==> src/rtl/twowire_dtm_serial_pkg.sv <==
// ============================================================================
// Module      : twowire_dtm_serial_pkg
// Description : Shared types and opcodes for the Two-Wire Debug DTM serial link
//               layer and the DTM core (state encoding, command classes,
//               default connect key and parameter defaults).
// Revision    : 1.0 - initial release
// ============================================================================
`default_nettype none

package twowire_dtm_serial_pkg;

  // Parameter defaults shared with the core
  localparam int         W_CMD_DEFAULT       = 4;
  localparam logic [7:0] CONNECT_KEY_DEFAULT = 8'ha7;
  localparam int         TIMEOUT_DEFAULT     = 72;

  // Command opcodes
  localparam logic [15:0] CMD_NOP       = 16'd0;
  localparam logic [15:0] CMD_IDCODE    = 16'd1;
  localparam logic [15:0] CMD_RD_STATUS = 16'd2;
  localparam logic [15:0] CMD_WR_DTMCS  = 16'd3;
  localparam logic [15:0] CMD_RD_DTMCS  = 16'd4;
  localparam logic [15:0] CMD_WR_DMI    = 16'd5;
  localparam logic [15:0] CMD_RD_DMI    = 16'd7;
  localparam logic [15:0] CMD_RD_SBA    = 16'd8;
  localparam logic [15:0] CMD_WR_SBA    = 16'd9;

  // Link state encoding, 4 bits wide
  typedef enum logic [3:0] {
    ST_DISCONNECTED = 4'd0,
    ST_IDLE         = 4'd1,
    ST_CMD          = 4'd2,
    ST_PARITY       = 4'd3,
    ST_DISPATCH     = 4'd4,
    ST_WDATA        = 4'd5,
    ST_TURN_A       = 4'd6,
    ST_RDATA        = 4'd7,
    ST_TURN_B       = 4'd8
  } state_e;

  // Commands that carry a host-to-target payload
  function automatic logic cmd_is_write(input logic [15:0] c);
    return (c == CMD_WR_DTMCS) || (c == CMD_WR_DMI) || (c == CMD_WR_SBA);
  endfunction

  // Commands that return a target-to-host payload
  function automatic logic cmd_is_read(input logic [15:0] c);
    return (c == CMD_IDCODE) || (c == CMD_RD_STATUS) || (c == CMD_RD_DTMCS) ||
           (c == CMD_RD_DMI) || (c == CMD_RD_SBA);
  endfunction

endpackage

`default_nettype wire

==> src/rtl/twowire_dtm_serial_if.sv <==
// ============================================================================
// Module      : twowire_dtm_serial_if
// Description : Link-layer to DTM-core handshake bundle. The master modport is
//               the serial link layer, the slave modport is the DTM core.
// Revision    : 1.0 - initial release
// ============================================================================
`default_nettype none

interface twowire_dtm_serial_if #(
  parameter int W_CMD = 4
) ();

  logic [W_CMD-1:0] cmd;
  logic             cmd_vld;
  logic             disconnect_now;
  logic             cmd_payload_end;
  logic             serial_parity_err;
  logic             serial_wdata;
  logic             serial_wdata_vld;
  logic             serial_rdata;
  logic             serial_rdata_rdy;

  modport master (
    output cmd,
    output cmd_vld,
    output serial_parity_err,
    output serial_wdata,
    output serial_wdata_vld,
    output serial_rdata_rdy,
    input  disconnect_now,
    input  cmd_payload_end,
    input  serial_rdata
  );

  modport slave (
    input  cmd,
    input  cmd_vld,
    input  serial_parity_err,
    input  serial_wdata,
    input  serial_wdata_vld,
    input  serial_rdata_rdy,
    output disconnect_now,
    output cmd_payload_end,
    output serial_rdata
  );

endinterface

`default_nettype wire

==> src/rtl/twowire_dtm_serial.sv <==
// ============================================================================
// Module      : twowire_dtm_serial
// Description : Serial link layer of the Two-Wire Debug DTM. Detects the
//               connect key on DIO, frames start/command/parity, dispatches
//               the command to the core, streams payload bits and owns the
//               DIO output enable and turnaround cycles.
//               Optional macro TWD_PAYLOAD_TIMEOUT_EN: abort a payload that
//               runs TIMEOUT cycles without cmd_payload_end.
// Revision    : 1.0 - initial release
// ============================================================================
`default_nettype none

module twowire_dtm_serial
  import twowire_dtm_serial_pkg::*;
#(
  parameter int         W_CMD       = W_CMD_DEFAULT,
  parameter logic [7:0] CONNECT_KEY = CONNECT_KEY_DEFAULT
`ifdef TWD_PAYLOAD_TIMEOUT_EN
  , parameter int       TIMEOUT     = TIMEOUT_DEFAULT
`endif
) (
  input  wire logic            dck,
  input  wire logic            drst_n,
  input  wire logic            dio_i,
  output logic                 dio_o,
  output logic                 dio_oe,
  output logic                 connected,
  twowire_dtm_serial_if.master core
);

  localparam int CTR_W = (W_CMD > 1) ? $clog2(W_CMD) : 1;

  state_e           state_q, state_d;
  logic [7:0]       key_sr_q, key_sr_d;
  logic [W_CMD-1:0] cmd_q, cmd_d;
  logic [CTR_W-1:0] bit_ctr_q, bit_ctr_d;

  // Registered outputs, each a decode of the next state
  logic connected_q, connected_d;
  logic cmd_vld_q, cmd_vld_d;
  logic parity_err_q, parity_err_d;
  logic wdata_vld_q, wdata_vld_d;
  logic rdata_rdy_q, rdata_rdy_d;
  logic dio_oe_q, dio_oe_d;

  logic [7:0] w_key_next;
  logic       w_timeout;

`ifdef TWD_PAYLOAD_TIMEOUT_EN
  logic [6:0] to_cnt_q, to_cnt_d;

  // Payload watchdog: cleared on dispatch, counts every payload/turnaround cycle
  always_comb begin
    to_cnt_d  = to_cnt_q;
    w_timeout = 1'b0;
    if (state_q == ST_DISPATCH) begin
      to_cnt_d = 7'd0;
    end else if ((state_q == ST_WDATA) || (state_q == ST_TURN_A) ||
                 (state_q == ST_RDATA)) begin
      to_cnt_d = to_cnt_q + 7'd1;
      if (!core.cmd_payload_end && (to_cnt_q == 7'(TIMEOUT - 1))) begin
        w_timeout = 1'b1;
      end
    end
  end

  // Watchdog counter register
  always_ff @(posedge dck or negedge drst_n) begin
    if (!drst_n) begin
      to_cnt_q <= 7'd0;
    end else begin
      to_cnt_q <= to_cnt_d;
    end
  end
`else
  assign w_timeout = 1'b0;
`endif

  assign w_key_next = {key_sr_q[6:0], dio_i};

  // Next-state, shifter and registered-output decode
  always_comb begin
    state_d      = state_q;
    key_sr_d     = key_sr_q;
    cmd_d        = cmd_q;
    bit_ctr_d    = bit_ctr_q;
    parity_err_d = 1'b0;

    case (state_q)
      ST_DISCONNECTED: begin
        // Pure sliding window: every DIO bit shifts in, match on any alignment
        key_sr_d = w_key_next;
        if (w_key_next == CONNECT_KEY) begin
          state_d = ST_IDLE;
        end
      end
      ST_IDLE: begin
        if (!dio_i) begin
          state_d   = ST_CMD;
          bit_ctr_d = CTR_W'(W_CMD - 1);
        end
      end
      ST_CMD: begin
        cmd_d     = (cmd_q << 1) | W_CMD'(dio_i);
        bit_ctr_d = bit_ctr_q - 1'b1;
        if (bit_ctr_q == '0) begin
          state_d = ST_PARITY;
        end
      end
      ST_PARITY: begin
        if (dio_i == ^cmd_q) begin
          state_d = ST_DISPATCH;
        end else begin
          state_d      = ST_IDLE;
          parity_err_d = 1'b1;
        end
      end
      ST_DISPATCH: begin
        if (core.disconnect_now) begin
          state_d  = ST_DISCONNECTED;
          key_sr_d = 8'h00;
        end else if (cmd_is_write(16'(cmd_q))) begin
          state_d = ST_WDATA;
        end else if (cmd_is_read(16'(cmd_q))) begin
          state_d = ST_TURN_A;
        end else begin
          state_d = ST_IDLE;
        end
      end
      ST_WDATA: begin
        if (core.cmd_payload_end) begin
          state_d = ST_IDLE;
        end
      end
      ST_TURN_A: begin
        state_d = ST_RDATA;
      end
      ST_RDATA: begin
        if (core.cmd_payload_end) begin
          state_d = ST_TURN_B;
        end
      end
      ST_TURN_B: begin
        state_d = ST_IDLE;
      end
      default: begin
        state_d  = ST_DISCONNECTED;
        key_sr_d = 8'h00;
      end
    endcase

    // A stalled payload is abandoned and reported through the error pulse
    if (w_timeout) begin
      state_d      = ST_IDLE;
      parity_err_d = 1'b1;
    end

    connected_d = (state_d != ST_DISCONNECTED);
    cmd_vld_d   = (state_d == ST_DISPATCH);
    wdata_vld_d = (state_d == ST_WDATA);
    rdata_rdy_d = (state_d == ST_RDATA);
    dio_oe_d    = (state_d == ST_RDATA);
  end

  // State and output registers; reset drops dio_oe immediately
  always_ff @(posedge dck or negedge drst_n) begin
    if (!drst_n) begin
      state_q      <= ST_DISCONNECTED;
      key_sr_q     <= 8'h00;
      cmd_q        <= '0;
      bit_ctr_q    <= '0;
      connected_q  <= 1'b0;
      cmd_vld_q    <= 1'b0;
      parity_err_q <= 1'b0;
      wdata_vld_q  <= 1'b0;
      rdata_rdy_q  <= 1'b0;
      dio_oe_q     <= 1'b0;
    end else begin
      state_q      <= state_d;
      key_sr_q     <= key_sr_d;
      cmd_q        <= cmd_d;
      bit_ctr_q    <= bit_ctr_d;
      connected_q  <= connected_d;
      cmd_vld_q    <= cmd_vld_d;
      parity_err_q <= parity_err_d;
      wdata_vld_q  <= wdata_vld_d;
      rdata_rdy_q  <= rdata_rdy_d;
      dio_oe_q     <= dio_oe_d;
    end
  end

  assign dio_o                  = core.serial_rdata;
  assign dio_oe                 = dio_oe_q;
  assign connected              = connected_q;
  assign core.cmd               = cmd_q;
  assign core.cmd_vld           = cmd_vld_q;
  assign core.serial_parity_err = parity_err_q;
  assign core.serial_wdata      = dio_i;
  assign core.serial_wdata_vld  = wdata_vld_q;
  assign core.serial_rdata_rdy  = rdata_rdy_q;

endmodule

`default_nettype wire

==> src/flat_wrapper.sv <==
// flat-port wrapper written by rule: the top's interface ports become plain ports
module twowire_dtm_serial_flat import twowire_dtm_serial_pkg::*;
#(
  parameter int         W_CMD       = W_CMD_DEFAULT,
  parameter logic [7:0] CONNECT_KEY = CONNECT_KEY_DEFAULT

)
  (dck, drst_n, dio_i, dio_o, dio_oe, connected, core_cmd, core_cmd_vld, core_serial_parity_err, core_serial_wdata, core_serial_wdata_vld, core_serial_rdata_rdy, core_disconnect_now, core_cmd_payload_end, core_serial_rdata);
  twowire_dtm_serial_if #(.W_CMD(W_CMD)) core_i ();
  input  wire logic dck;
  input  wire logic drst_n;
  input  wire logic dio_i;
  output logic dio_o;
  output logic dio_oe;
  output logic connected;
  output wire logic [$bits(core_i.cmd)-1:0] core_cmd;
  output wire logic [$bits(core_i.cmd_vld)-1:0] core_cmd_vld;
  output wire logic [$bits(core_i.serial_parity_err)-1:0] core_serial_parity_err;
  output wire logic [$bits(core_i.serial_wdata)-1:0] core_serial_wdata;
  output wire logic [$bits(core_i.serial_wdata_vld)-1:0] core_serial_wdata_vld;
  output wire logic [$bits(core_i.serial_rdata_rdy)-1:0] core_serial_rdata_rdy;
  input wire logic [$bits(core_i.disconnect_now)-1:0] core_disconnect_now;
  input wire logic [$bits(core_i.cmd_payload_end)-1:0] core_cmd_payload_end;
  input wire logic [$bits(core_i.serial_rdata)-1:0] core_serial_rdata;
  assign core_cmd = core_i.cmd;
  assign core_cmd_vld = core_i.cmd_vld;
  assign core_serial_parity_err = core_i.serial_parity_err;
  assign core_serial_wdata = core_i.serial_wdata;
  assign core_serial_wdata_vld = core_i.serial_wdata_vld;
  assign core_serial_rdata_rdy = core_i.serial_rdata_rdy;
  assign core_i.disconnect_now = core_disconnect_now;
  assign core_i.cmd_payload_end = core_cmd_payload_end;
  assign core_i.serial_rdata = core_serial_rdata;
  twowire_dtm_serial #(.W_CMD(W_CMD), .CONNECT_KEY(CONNECT_KEY)) u_core (.dck(dck), .drst_n(drst_n), .dio_i(dio_i), .dio_o(dio_o), .dio_oe(dio_oe), .connected(connected), .core(core_i));
endmodule
==> config.mk <==
export PLATFORM = sky130hd
export DESIGN_NAME = twowire_dtm_serial_flat
export DESIGN_NICKNAME = d
export VERILOG_FILES = /design/src/rtl/twowire_dtm_serial_pkg.sv /design/src/rtl/twowire_dtm_serial_if.sv /design/src/rtl/twowire_dtm_serial.sv /design/src/flat_wrapper.sv
export SDC_FILE = /design/constraint.sdc
export NUM_CORES = 1
export LEC_CHECK = 0
export BUFFER_PORTS_ARGS = -buffer_cell sky130_fd_sc_hd__buf_4
export CAP_MARGIN = 20
export CORE_ASPECT_RATIO = 0.75
export CORE_UTILIZATION = 55
export CTS_CLUSTER_DIAMETER = 60
export DETAILED_ROUTE_END_ITERATION = 8
export PLACE_DENSITY = 0.8
export REMOVE_ABC_BUFFERS = 1
export SLEW_MARGIN = 20
export SYNTH_ARGS = -nofsm -noshare
export SYNTH_HDL_FRONTEND = slang
export SYNTH_SLANG_ARGS = --single-unit
==> constraint.sdc <==
create_clock -name dck -period 2 [get_ports dck]
set_clock_uncertainty 0.05 [all_clocks]
set_input_delay 0.4 -clock dck [delete_from_list [all_inputs] [get_ports dck]]
set_output_delay 0.4 -clock dck [all_outputs]
set_load 0.005 [all_outputs]
Word level (Yosys, flattened, before mapping). Index checks and enable logic that the tools add are counted.

Logic and storage cells: 65. Register bits: 22. Input bits: 6. Output and inout bits: 12.

Reduce and logical (&&, ||, !) cells: 14. Multiplexer cells: 16. Bitwise gates (word level): 2. Add/sub/neg operators: 1. Equality and inequality tests: 23.

Operator list (number): 4-bit by 3-bit == test with 1-bit output (second input constant) (10); 4-bit one-hot mux with 9 select lines (1); 4-bit 2-to-1 mux (7); 7-bit one-hot mux with 3 select lines (1); 4-bit by 2-bit == test with 1-bit output (second input constant) (4); 4-bit == test (second input constant) (3); 4-bit by 1-bit == test with 1-bit output (second input constant) (2); 8-bit == test (second input constant) (1); 7-bit 2-to-1 mux (1); 7-bit OR reduction (1); 1-bit logical OR (6); 3-bit 2-to-1 mux (2); 4-bit logical NOT (1); 2-bit != test (second input constant) (2); 4-bit by 1-bit bitwise OR with 4-bit output (1); 2-bit one-hot mux with 2 select lines (1); 2-bit AND reduction (2); 4-bit nonzero test (1); 4-bit parity (1); 2-bit logical NOT (1); 1-bit 2-to-1 mux (2); 2-bit 2-to-1 mux (1); 2-bit nonzero test (1); 2-bit by 1-bit subtractor with 2-bit output (second input constant) (1); other kinds (2) (2).

Logic depth before layout (Yosys ltp). Gate-level depths: netlist of run 1.

Depth after elaboration: 10. Gate-level depth with buffers: 8. Mapped depth without buffers: 8.

Worst setup path before layout of run 1. Ideal clock, no wire load.

Path kind: reg-to-reg. From: reg u_core.cmd_q[0], in the netlist u_core.core.cmd[0]. To: reg u_core.connected_q, in the netlist u_core.connected. Library setup time: 0.141 ns. Clock period less this slack: 1.815 ns. Arrival time: 1.624 ns. Path buffers: 0. Slack: 0.185 ns. Stages on the path, launching flop included: 8. Required time: 1.809 ns. Cell sequence: dfrtp_1 inv_1 ha_1 xor2_1 xnor2_1 and4_1 a31oi_1 nand4b_1.

Cells in the longest elaborated chain, start to end: 10. Elaborated cells on any way between the ends: 22. Classes of those cells: 9 x eq/ne; 5 x mux; 8 x reduce/logical.

Ends and longest elaborated chain: from (decl) (RTL line twowire_dtm_serial.sv:35) `logic [W_CMD-1:0] cmd_q, cmd_d;`; from (signal assigned) (RTL line twowire_dtm_serial.sv:181) `cmd_q <= cmd_d;`; 4-bit by 1-bit == test with 1-bit output / 4-bit by 2-bit == test with 1-bit output (equally long branches) (RTL line twowire_dtm_serial_pkg.sv:48) `return (c == CMD_IDCODE) || (c == CMD_RD_STATUS) || (c == CMD_RD_DTMCS) ||`; 1-bit logical OR (3 in a row) (RTL line twowire_dtm_serial_pkg.sv:48); 1-bit logical OR (RTL line twowire_dtm_serial_pkg.sv:49) `(c == CMD_RD_DMI) || (c == CMD_RD_SBA);`; 3-bit 2-to-1 mux (RTL line twowire_dtm_serial.sv:124) `end else if (cmd_is_read(16'(cmd_q))) begin`; 4-bit 2-to-1 mux (RTL line twowire_dtm_serial.sv:122) `end else if (cmd_is_write(16'(cmd_q))) begin`; 4-bit 2-to-1 mux (RTL line twowire_dtm_serial.sv:119) `if (core.disconnect_now) begin`; 4-bit one-hot mux with 9 select lines * (RTL line twowire_dtm_serial.sv:89) `case (state_q)`; 4-bit nonzero test * (RTL line twowire_dtm_serial.sv:158) `connected_d = (state_d != ST_DISCONNECTED);`; via u_core.connected_d (RTL line twowire_dtm_serial.sv:39) `logic connected_q, connected_d;`; to (signal assigned) (RTL line twowire_dtm_serial.sv:183) `connected_q <= connected_d;`; to (decl) (RTL line twowire_dtm_serial.sv:39).

The timed path passes the listed nets; every way through them passes the cells marked *. A chain may end at the register's enable or synchronous reset.

Worst setup path after layout of run 1.
From: reg u_core.cmd_q[3], in the netlist u_core.core.cmd[3]. To: reg u_core.connected_q, in the netlist u_core.connected.

Same word-level chain as after synthesis.

==> results.md, run 1 <==
- The number of non-filler instances in the completed layout is 161.
- At the end of the flow, the number of nets in the layout was 152.
- The initial antenna violation count was 0.
- The number of max-capacitance violations reported is 0.
- Derived from the worst setup path, the maximum achievable clock frequency is 518.6 MHz.
- In this run the worst path has a maximum fanout of 3.
- Counting along the longest clock path gives a buffer depth of 2.
- The area overhead of the layout relative to synthesis is 17.73%.
- The via count normalized by instance count is 6.031.
- Detailed routing inserted a total of 971 vias.
- Synthesis produced 120 cells.
- TritonCTS created 3 clock buffers.
- In this run, synthesis produced a sequential element count of 22.
- For this design the static power due to leakage is 0.6731 nW.
- The data required time of the critical path is 2.15 ns.
- Counting tap cells, the placed design contains a total of 154 instances.
- The post-route netlist has 26.28% of its cells at a drive strength greater than 1.
- In the layout the commonest cells are 21 x dfrtp_1, 19 x buf_4, 11 x inv_1.
- The worst supply voltage drop on vdd is 0.9544 mV.
- The total DRC errors in the routed layout is 0.
- The number of DRC markers after the initial detailed-route iteration is 21.
- The maximum number of pins on one net before global-route repair is 23.
- The flow ran to the end, and the final reports show no timing, DRC or antenna violations.
- The first-pass iteration count of the detailed router is 4.
- The worst pin sits at a relative slew slack of 66.58%.
- The number of buffer cells added on primary ports is 15.
- The initial utilization of the core area, before any placement, comes to 59.22%.
- The source of the critical timing path is u_core.core.cmd[3].
- The share of synthesized area occupied by flip-flops and latches is 45.36%.
- The antenna diode count is 0.
- The remaining global-route overflow is 0.
- At the later pin of the worst-skew pair, clock insertion delay measures 0.31 ns.
- The clock root buffer is clkbuf_4.
- The final count of pins violating max slew was 0.
- The library cell used most frequently in the layout, excluding fill and tap cells, is dfrtp_1.
- The die covers 2400 sq um.
- The number of placement rows is 14.
- The last weighted congestion value of the routability-driven placer is 0.8898.
- Once layout is complete, the utilization of the core stands at 69.72%.
- The worst setup path is captured at a flip-flop.
- The transition time at the pin with the least slew margin is 0.5014 ns.
- The Yosys warning count is 0.
- The half-perimeter wire length after detailed placement is 1770 um.
- The final count of negative-setup-slack endpoints is 0.
- The first global-routing pass estimated 4140 um of wire.
- The via count of the first global-routing pass came to 909.
- The final hold violation count came to 0.
- The number of placed I/O pins is 18.
- The predominant post-synthesis flop cell is dfrtp_1.
- The number of levels in the clock H-tree is 1.
- The core region is 2049 sq um.
- The die width is 56.24 um.
- The total power per unit cell area is 1524 nW/um^2.
- The most congested layer reported by global routing is met2.
- The clock input transition at the sequential cells of the worst setup and hold paths is 0.13 ns.
- In this run the most critical hold path is launched from core_cmd_payload_end.
- The cell area after technology mapping is 1214 sq um.
- The die is 42.68 um tall.
- The fraction of the cycle the final worst path needs is 96.42%.
- The worst setup path is of the flip-flop to flip-flop kind.
- The placed instances occupy a cell area of 1324 sq um.
- The sink count of the clock tree is 22.
- The worst register-to-register path begins at u_core.core.cmd[3].
- TritonCTS built the clock tree.
- The overall routed net length is 2573 um.
- In the final routed layout, each cell accounts on average for 15.98 um.
- The proportion of synthesized flip-flops having asynchronous set or reset is 100.0%.
- The netlist uses 43 different library cells.
- The overall global routing resource usage is 22.83%.
- The type of the tightest min-delay check is primary input to flip-flop.
- The type of origin of the critical path is a flip-flop.
- After synthesis, the mean cell area works out to 10.11 sq um.
- Global routing consumed, on the met3 layer, 8.537% of the routing resources.
- Setup repair after global routing could not meet its margin everywhere.
- The global-route met1 utilization is 32.01%.
- The global-route met2 utilization is 33.81%.
- The minimum period implied by the final worst setup slack is 1.928 ns.
- The synthesized design contains 0 enable-type register cells.
- Data arrives at the worst endpoint at 2.08 ns.
- The finished cells cover 1429 sq um.
- The remaining number of nets flagged by the antenna check after routing is 0.
## flip-flops by register name (all words and copies together) (netlist names)
| name | count |
|---|---|
| u_core.state_q | 4 |
| u_core.core.serial_wdata_vld | 1 |
| u_core.connected | 1 |
| u_core.core.cmd | 4 |
| u_core.bit_ctr_q | 2 |
| u_core.core.cmd_vld | 1 |
| u_core.key_sr_q | 7 |
| u_core.core.serial_rdata_rdy | 1 |
| u_core.core.serial_parity_err | 1 |
## synthesized netlist by cell type, types with 2 or more instances
cell type / number / area, sq um
buf_4: 3 / 22.52
nand2_1: 10 / 37.54
buf_2: 2 / 10.01
nor2_1: 8 / 30.03
a31oi_1: 2 / 12.51
o21ai_0: 7 / 35.03
nand3_1: 2 / 10.01
inv_1: 11 / 41.29
a21oi_1: 5 / 25.02
o211ai_1: 2 / 15.01
a22o_1: 7 / 61.31
dfrtp_1: 22 / 550.5
nor4_1: 2 / 12.51
ha_1: 8 / 100.1
## critical path, stage by stage, from the launching register on
cell and delay [ns]:
dfrtp_1 0.43, inv_1 0.10, ha_1 0.32, xor2_2 0.20
xnor2_2 0.16, and4_1 0.25, a31oi_4 0.19, nand4b_1 0.11
## cell families (layout without fill, tap and decap cells)
family / Yosys count / in the layout / share of synthesized area [%]
AOI/OAI and AO/OA: 33 / 33 / 19.90
xor gates and xnor gates: 2 / 2 / 1.444
adders and majority gates: 8 / 8 / 8.248
buffers and inverters: 19 / 36 / 7.628
DFF: 22 / 22 / 45.36
muxes: 1 / 1 / 0.9278
and+or+nand+nor: 35 / 35 / 16.50
## path summary, 6_finish.rpt
path	endpoint	slack, ns	cells past startpoint
worst min-delay path	u_core.state_q[3]	0.31	3
worst max-delay path	u_core.connected	0.07	7
worst max register to register	u_core.connected	0.07	7
min in group asynchronous	u_core.connected	0.44	2
max in group asynchronous	u_core.key_sr_q[0]	1.22	2
worst min register to register	u_core.key_sr_q[6]	0.48	1
## per-stage QoR
stage	worst slack (ns)	setup TNS (ns)	power (mW)	hold WS (ns)
floorplan	0.1849	0	1.440	0.05441
global placement	0.1368	0	1.709	0.2530
detailed placement	0.03557	0	1.762	0.2531
CTS	0.008860	0	2.021	0.3003
global route	-0.04182	-0.07346	2.368	0.2926
finish	0.07166	0	2.178	0.3056
## cell type report
type	instances	area (sq um)
Clock buffer	4	36.28
Multi-Input combinational cell	79	613.1
Sequential cell	22	551.8
Inverter	12	45.04
Timing Repair Buffer	20	152.6
Tap cell	24	30.03
Fill cell	144	620.6
## power by group
group | leakage (nW) | internal, mW | switching (mW)
Combinational | 0.368 | 0.543 | 0.604
Clock | 0.0210 | 0.111 | 0.135
Sequential | 0.284 | 0.604 | 0.181
## metal layers
layer  up-vias  wire length [um]  share of wire [%]
li1        463                 -                  -
met1       463              1205                 47
met2        33              1156                 45
met3        12               159                6.2
met4         0                51                2.0
met5         -                 0                  0
## what timing repair did
item                                   4_1_cts  5_1_grt
endpoints found under the hold margin       22        0
hold buffers                                 1        0
setup buffers                                0        2
resized for setup                            0        8
setup endpoints to repair                    0        4
(Power assumes the default switching activity.)
==> inputs of run 2 (changes only) <==
ABC_AREA = 1   (was default)
==> run 2 against run 1 <==
Net effect: the run now ends with design-rule violations left; non-clock buffer count fell by 4; worst hold slack improved by 0.066 ns; synthesized cell count is 28% higher; critical path depth is 5 higher; count of clock-buffer cells in the layout did not move; utilization fell by 1.9 points.
==> results.md, run 2 <==
- Setup repair after global routing left no endpoint under its margin.
- The overall routed net length is 2480 um (-3.6%).
- The type of destination of the critical path is a flip-flop.
- The initial antenna violation count is 0 (unchanged).
- The number of flip-flops and latches in the synthesized netlist is 22 (unchanged).
- The number of placed I/O pins is 18 (unchanged).
- The number of placement rows is 14 (unchanged).
- The worst setup path is of the flip-flop to flip-flop kind.
- The final total negative setup slack is 0 ns (unchanged).
- u_core.key_sr_q holds more flip-flops than any other register.
- The share of final-layout standard cells stronger than drive strength 1 came to 22.94% (-3.3 points).
- The number of DRC markers after the initial detailed-route iteration is 46 (+120%).
- The total via count in the routed design is 1016 (+4.6%).
- The peak clock frequency supported by timing is 560.8 MHz (+8.1%).
- The minimum period implied by the final worst setup slack came to 1.783 ns (-0.1453 ns).
- The number of synthesized flops with an enable pin was 0 (unchanged).
- The share of synthesized area occupied by flip-flops and latches is 44.58% (-0.78 points).
- The worst hold slack is 0.3712 ns (+0.06553 ns).
- The clock latency on the worst-skew pair came to 0.30 ns (about the same).
- The overall die area is 2441 sq um (+1.7%).
- The total DRC errors in the routed layout is 2 (+2).
- The total power per unit cell area is 1367 nW/um^2 (-10%).
- The data required time of the critical path is 2.15 ns (about the same).
- The count of cell types in the netlist is 20 (-53%).
- By count the netlist is led by 37 x nand2_1, 25 x inv_1, 22 x dfrtp_1.
- The final count of negative-setup-slack endpoints is 0 (unchanged).
- Sorting the synthesized cells by area gives the leading types as dfrtp_1 45%, nand2_1 11%, ha_1 8.1%.
- The die width was 56.72 um (+0.84%).
- The gate count after technology mapping is 153 (+28%).
- The worst max-slew margin expressed relative to the limit is 77.52% (+11 points).
- The maximum number of pins on one net before global-route repair was 23 (unchanged).
- The total core area is 2067 sq um (+0.85%).
- The flip-flop count of the largest register after layout came to 7 (unchanged).
- The number of levels in the clock H-tree was 1 (unchanged).
- The area overhead of the layout relative to synthesis is 13.47%.
- The type of origin of the critical path is a flip-flop.
- The overall global routing resource usage is 23.14% (+0.31 points).
- The count of filler cells inserted in the layout is 169 (+17%).
- The area occupied by multi-input gates is 549.3 sq um (-10%).
- The last weighted congestion value of the routability-driven placer is 0.8247 (-7.3%).
- The predominant post-synthesis flop cell is dfrtp_1.
- The number of buffer cells added on primary ports is 15 (unchanged).
- The via count of the first global-routing pass was 917 (+0.88%).
- The mean instance size in the synthesized netlist is 8.071 sq um (-20%).
- The register area came to 550.5 sq um (-0.23%).
- The remaining number of nets flagged by the antenna check after routing is 0 (unchanged).
- The sink count of the clock tree is 22 (unchanged).
- The checks that failed: design-rule violations.
- The final count of pins violating max slew is 0 (unchanged).
- The clock input transition at the sequential cells of the worst setup and hold paths is 0.11 ns (-0.02 ns).
- The tightest min-delay check is of the primary input to flip-flop type.
- The transition time at the pin with the least slew margin is 0.3347 ns (-0.1667 ns).
- The maximum clock insertion buffer count is 2 (unchanged).
- The number of max-capacitance violations reported is 0 (unchanged).
- The vertical die dimension was 43.04 um (+0.83%).
- The total clock buffers created by CTS is 3 (unchanged).
- The number of cells upsized or downsized after cts is 0 (unchanged).
- The cell area after technology mapping is 1235 sq um (+1.8%).
- The run finished, with violations left.
- The library cell used most frequently in the layout, excluding fill and tap cells, is nand2_1.
- The Yosys warning count came to 0 (unchanged).
- The first-pass iteration count of the detailed router is 6 (+2).
- The fraction of the cycle the final worst path needs is 89.15% (-7.3 points).
- The detail-routed net length per standard cell is 12.78 um (-20%).
- The starting density of the core came to 59.75% (+0.53 points).
- The worst supply voltage drop on vdd was 0.6784 mV (-29%).
- The first-pass GRT wire length is 4181 um (+0.99%).
- The library cell with the highest instance count after synthesis is nand2_1.
- The arrival time reported for the critical path endpoint is 1.93 ns (-0.15 ns).
- The CTS tree is built.
- The remaining global-route overflow is 0 (unchanged).
- Clock tree synthesis selected as its root buffer the cell clkbuf_4.
- The largest fanout on the critical path was 5 (+2).
- Summed over all instances, the cell type with the most area after synthesis is dfrtp_1.
- The final hold violation count was 0 (unchanged).
- The number of nets in the finished design is 185 (+22%).
- The static leakage power is 0.7695 nW (+14%).
- The via count normalized by instance count came to 5.237 (-13%).
- The half-perimeter wire length after detailed placement is 1958 um (+11%).
- The library cells used most frequently in the layout, excluding fill and tap cells, are 37 x nand2_1, 25 x inv_1, 22 x dfrtp_1.
- The area share of the largest cell type after synthesis came to 44.58% (-0.78 points).
- The power after layout is 1.915 mW (-12%).
- The proportion of synthesized flip-flops having asynchronous set or reset is 100.0% (unchanged).
- The antenna diode count was 0 (unchanged).
run 2: changes by cell type after synthesis, sizes merged, moves of 3 or more:
cell   delta
nand2    +30
inv      +18
nand3    +12
nor2      +8
a22o      -7
o21ai     +7
a21oi     -5
buf       -3
nor4      -3
run 2: path summary, 6_finish.rpt:
path                                        to  slack [ns]  cells past startpoint                 from
setup / recovery              u_core.connected        0.22                     12   u_core.core.cmd[0]
hold / removal               u_core.state_q[1]        0.37                      4  core_disconnect_now
setup reg to reg              u_core.connected        0.22                     12   u_core.core.cmd[0]
hold reg to reg            u_core.bit_ctr_q[0]        0.43                      1  u_core.bit_ctr_q[0]
max in group asynchronous   u_core.key_sr_q[3]        1.22                      2               drst_n
min in group asynchronous   u_core.core.cmd[3]        0.45                      2               drst_n
run 2: routing by layer:
layer / GRT usage, % / part of all wire [%] / vias to the layer above
li1: - / - / 511
met1: 33.07 / 49 / 469
met2: 34.52 / 44 / 36
met3: 7.927 / 6.2 / 0
met4: 4.000 / 0 / 0
met5: 0 / 0 / -
run 2: area by class of cell:
type                            count  share of cell area [%]
Timing Repair Buffer               16                   8.750
Sequential cell                    22                   39.29
Tap cell                           24                   2.143
Inverter                           30                   8.036
Clock buffer                        4                   2.589
Multi-Input combinational cell     98                   39.20
run 2: logic make-up after synthesis:
| family | share of synthesized area [%] |
|---|---|
| adders and majority gates | 8.106 |
| AOI/OAI and AO/OA | 10.23 |
| and+or+nand+nor | 26.14 |
| DFF | 44.58 |
| buffers and inverters | 10.94 |
run 2: where the power goes:
group / total [mW] / switching (mW) / internal, mW / leakage [nW]
clock: 0.232 / 0.121 / 0.111 / 0.0210
sequential: 0.718 / 0.119 / 0.599 / 0.285
combinational: 0.964 / 0.602 / 0.363 / 0.464
total: 1.92 / 0.843 / 1.07 / 0.770
run 2: metrics by stage:
stage	cells	utilization, %	cell area, sq um	setup WS (ns)
after global placement	189	65.56	1355	0.3518
after CTS	194	67.80	1401	0.2322
after global routing	194	67.80	1401	0.07941
after detailed placement	189	65.56	1355	0.2484
after floorplan	150	-	1212	0.4631
final	194	67.80	1401	0.2170
run 2: worst max-delay path, stage by stage, from the launching register on:
cell	delay, ns
dfrtp_1	0.44
inv_1	0.11
ha_1	0.32
inv_1	0.06
nand2_1	0.08
nand2_1	0.09
nand2_1	0.05
nand3_1	0.11
nand2_1	0.06
inv_1	0.06
nand3_2	0.09
nor2_1	0.10
nand2_1	0.05
run 2: repair_timing:
| action | 4_1_cts | 5_1_grt |
|---|---|---|
| buffers inserted | 0 | 0 |
| hold buffers | 1 | 0 |
| endpoints found under the hold margin | 22 | 0 |
==> inputs of run 3 (changes only) <==
MAX_ROUTING_LAYER = met4   (was default)
==> run 3 against run 2 <==
Net effect: the flow still finishes with violations (design-rule violations); highest routed layer is now met4; count of clock-buffer cells in the layout stayed put; register-to-register slack hardly changed; final cell count stayed put; total power hardly changed; final area stayed put; first-iteration DRC count stayed put; sequential power hardly changed; wire length is 0.44% lower.
==> results.md, run 3 (same netlist as run 2, synthesis figures left out) <==
- The run finished, with violations left.
- The final reports fail on design-rule violations.
- The cell family contributing the most delay on the critical path is simple AND/OR/NAND/NOR gates.
- The count of filler cells inserted in the layout was 169 (unchanged).
- The maximum number of pins on one net before global-route repair came to 23 (unchanged).
- The overall global routing resource usage is 23.88% (+0.74 points).
- The worst hold slack is 0.3757 ns (+0.004488 ns).
- The final total negative setup slack is 0 ns (unchanged).
- The worst reg2reg path depth is 12 (unchanged).
- The maximum clock insertion buffer count is 2 (unchanged).
- Walking the worst path, the cells encountered are inv_1 -> ha_1 -> inv_1 -> nand2_1 -> nand2_1 -> nand2_1 -> nand3_1 -> nand2_1 -> inv_1 -> nand3_2 -> nor2_1 -> nand2_1.
- The clock latency on the worst-skew pair came to 0.30 ns (about the same).
- The first-pass iteration count of the detailed router came to 7 (+1).
- The total clock buffers created by CTS is 3 (unchanged).
- The total buffers and inverters traversed by the critical path is 3 (unchanged).
- The tightest min-delay check is of the primary input to flip-flop type.
- The cell with the largest stage delay on the worst path is dfrtp_1.
- The via count normalized by instance count came to 5.175 (-1.2%).
- The critical path is of the flip-flop to flip-flop type.
- The clock root buffer is clkbuf_4.
- The area overhead of the layout relative to synthesis is 13.47% (unchanged).
- The initial antenna violation count is 0 (unchanged).
- The number of non-filler instances in the completed layout came to 194 (unchanged).
- The type of origin of the critical path is a flip-flop.
- The total power per unit cell area is 1367 nW/um^2 (about the same).
- The share of final-layout standard cells stronger than drive strength 1 was 22.94% (unchanged).
- The sink count of the clock tree came to 22 (unchanged).
- The worst supply voltage drop on vdd was 0.6780 mV (about the same).
- The first-pass GRT wire length came to 4181 um (unchanged).
- The transition time at the pin with the least slew margin is 0.3346 ns (-0.00004327 ns).
- The clock input transition at the sequential cells of the worst setup and hold paths is 0.11 ns (about the same).
- The static leakage power is 0.7695 nW (unchanged).
- The worst setup path is captured at a flip-flop.
- The flip-flop count of the largest register after layout is 7 (unchanged).
- The register with the most flip-flops is u_core.key_sr_q.
- The number of DRC markers after the initial detailed-route iteration is 46 (unchanged).
- The via count of the first global-routing pass is 919 (+0.22%).
- The starting density of the core is 59.75% (unchanged).
- The antenna diode count is 0 (unchanged).
- The total core area is 2067 sq um (unchanged).
- The arrival time reported for the critical path endpoint is 1.93 ns (about the same).
- The overall die area was 2441 sq um (unchanged).
- The total DRC errors in the routed layout is 2 (unchanged).
- The last weighted congestion value of the routability-driven placer is 0.8372 (+1.5%).
- The placed cell count is 189 (unchanged).
- The hold path depth is 4 (unchanged).
- The number of nets in the finished design is 185 (unchanged).
- The worst max-slew margin expressed relative to the limit is 77.52% (about the same).
- The most common cell after layout, fill and taps aside is nand2_1.
- The buffers inserted during post-CTS setup optimization was 0 (unchanged).
- The remaining global-route overflow was 0 (unchanged).
- The number of levels in the clock H-tree is 1 (unchanged).
- The fraction of the cycle the final worst path needs came to 89.03% (-0.12 points).
- The peak clock frequency supported by timing is 561.6 MHz (+0.14%).
- The data required time of the critical path is 2.15 ns (about the same).
- In the layout the commonest cells are 37 x nand2_1, 25 x inv_1, 22 x dfrtp_1.
- The number of placed I/O pins was 18 (unchanged).
- TritonCTS built the clock tree.
- The minimum period implied by the final worst setup slack is 1.781 ns (-0.002426 ns).
- The number of placement rows is 14 (unchanged).
- The number of buffer cells added on primary ports is 15 (unchanged).
- The number of cells upsized or downsized after cts came to 0 (unchanged).
- The remaining number of nets flagged by the antenna check after routing is 0 (unchanged).
- The logic depth of the worst path, buffers included is 12 (unchanged).
- The die width is 56.72 um (unchanged).
- The delay contributed by the slowest stage of the critical path is 0.44 ns (about the same).
- The detail-routed net length per standard cell was 12.73 um (-0.44%).
- The vertical die dimension is 43.04 um (unchanged).
- The final count of pins violating max slew is 0 (unchanged).
- In this design, the critical path's most frequently occurring cell is nand2_1.
- The final count of negative-setup-slack endpoints is 0 (unchanged).
- The largest fanout on the critical path is 5 (unchanged).
- The final hold violation count came to 0 (unchanged).
- The number of max-capacitance violations reported is 0 (unchanged).
- The total via count in the routed design is 1004 (-1.2%).
- Setup repair after global routing left no endpoint under its margin.
- The half-perimeter wire length after detailed placement is 1958 um (unchanged).
- The overall routed net length is 2469 um (-0.44%).
## run 3: cell type report
cell class	count	area [sq um]	share of cell area [%]
clock buffer	4	36.28	2.589
inverter	30	112.6	8.036
multi-input combinational	98	549.3	39.20
sequential	22	550.5	39.29
tap	24	30.03	2.143
timing repair buffer	16	122.6	8.750
## run 3: final timing paths
check,start,end,slack [ns]
max in group asynchronous,drst_n,u_core.key_sr_q[3],1.22
setup / recovery,u_core.core.cmd[0],u_core.connected,0.22
setup reg to reg,u_core.core.cmd[0],u_core.connected,0.22
hold reg to reg,u_core.bit_ctr_q[0],u_core.bit_ctr_q[0],0.43
hold / removal,core_disconnect_now,u_core.state_q[1],0.38
min in group asynchronous,drst_n,u_core.core.cmd[3],0.45
## run 3: power breakdown
| part | switching, mW | internal [mW] | leakage (nW) |
|---|---|---|---|
| Clock | 0.122 | 0.111 | 0.0210 |
| Sequential | 0.119 | 0.599 | 0.285 |
| Combinational | 0.603 | 0.363 | 0.464 |
## run 3: timing repair
item | CTS | global route
hold endpoints to repair | 22 | 0
hold buffers | 1 | 0
endpoints found under the setup margin | 0 | 0
## run 3: through the flow
step	power [mW]	worst slack [ns]	utilization, %	cell area, sq um
after floorplan	1.376	0.4631	-	1212
after global placement	1.603	0.3518	65.56	1355
after detailed placement	1.682	0.2484	65.56	1355
after CTS	1.920	0.2322	67.80	1401
after global routing	2.104	0.07940	67.80	1401
final	1.916	0.2194	67.80	1401
## run 3: tightest hold or removal path: stages
cell,delay [ns]
buf_4,0.08
nor2_2,0.04
inv_2,0.06
o21ai_2,0.09
## run 3: metal layers
| metal | part of all wire [%] | vias to the layer above | global-route usage [%] | routed length [um] |
|---|---|---|---|---|
| met5 | 0 | - | - | 0 |
| met4 | 0.12 | 0 | 4.000 | 3 |
| met3 | 6.5 | 2 | 7.927 | 160 |
| met2 | 44 | 34 | 34.29 | 1088 |
| met1 | 49 | 457 | 33.47 | 1217 |
| li1 | - | 511 | - | - |
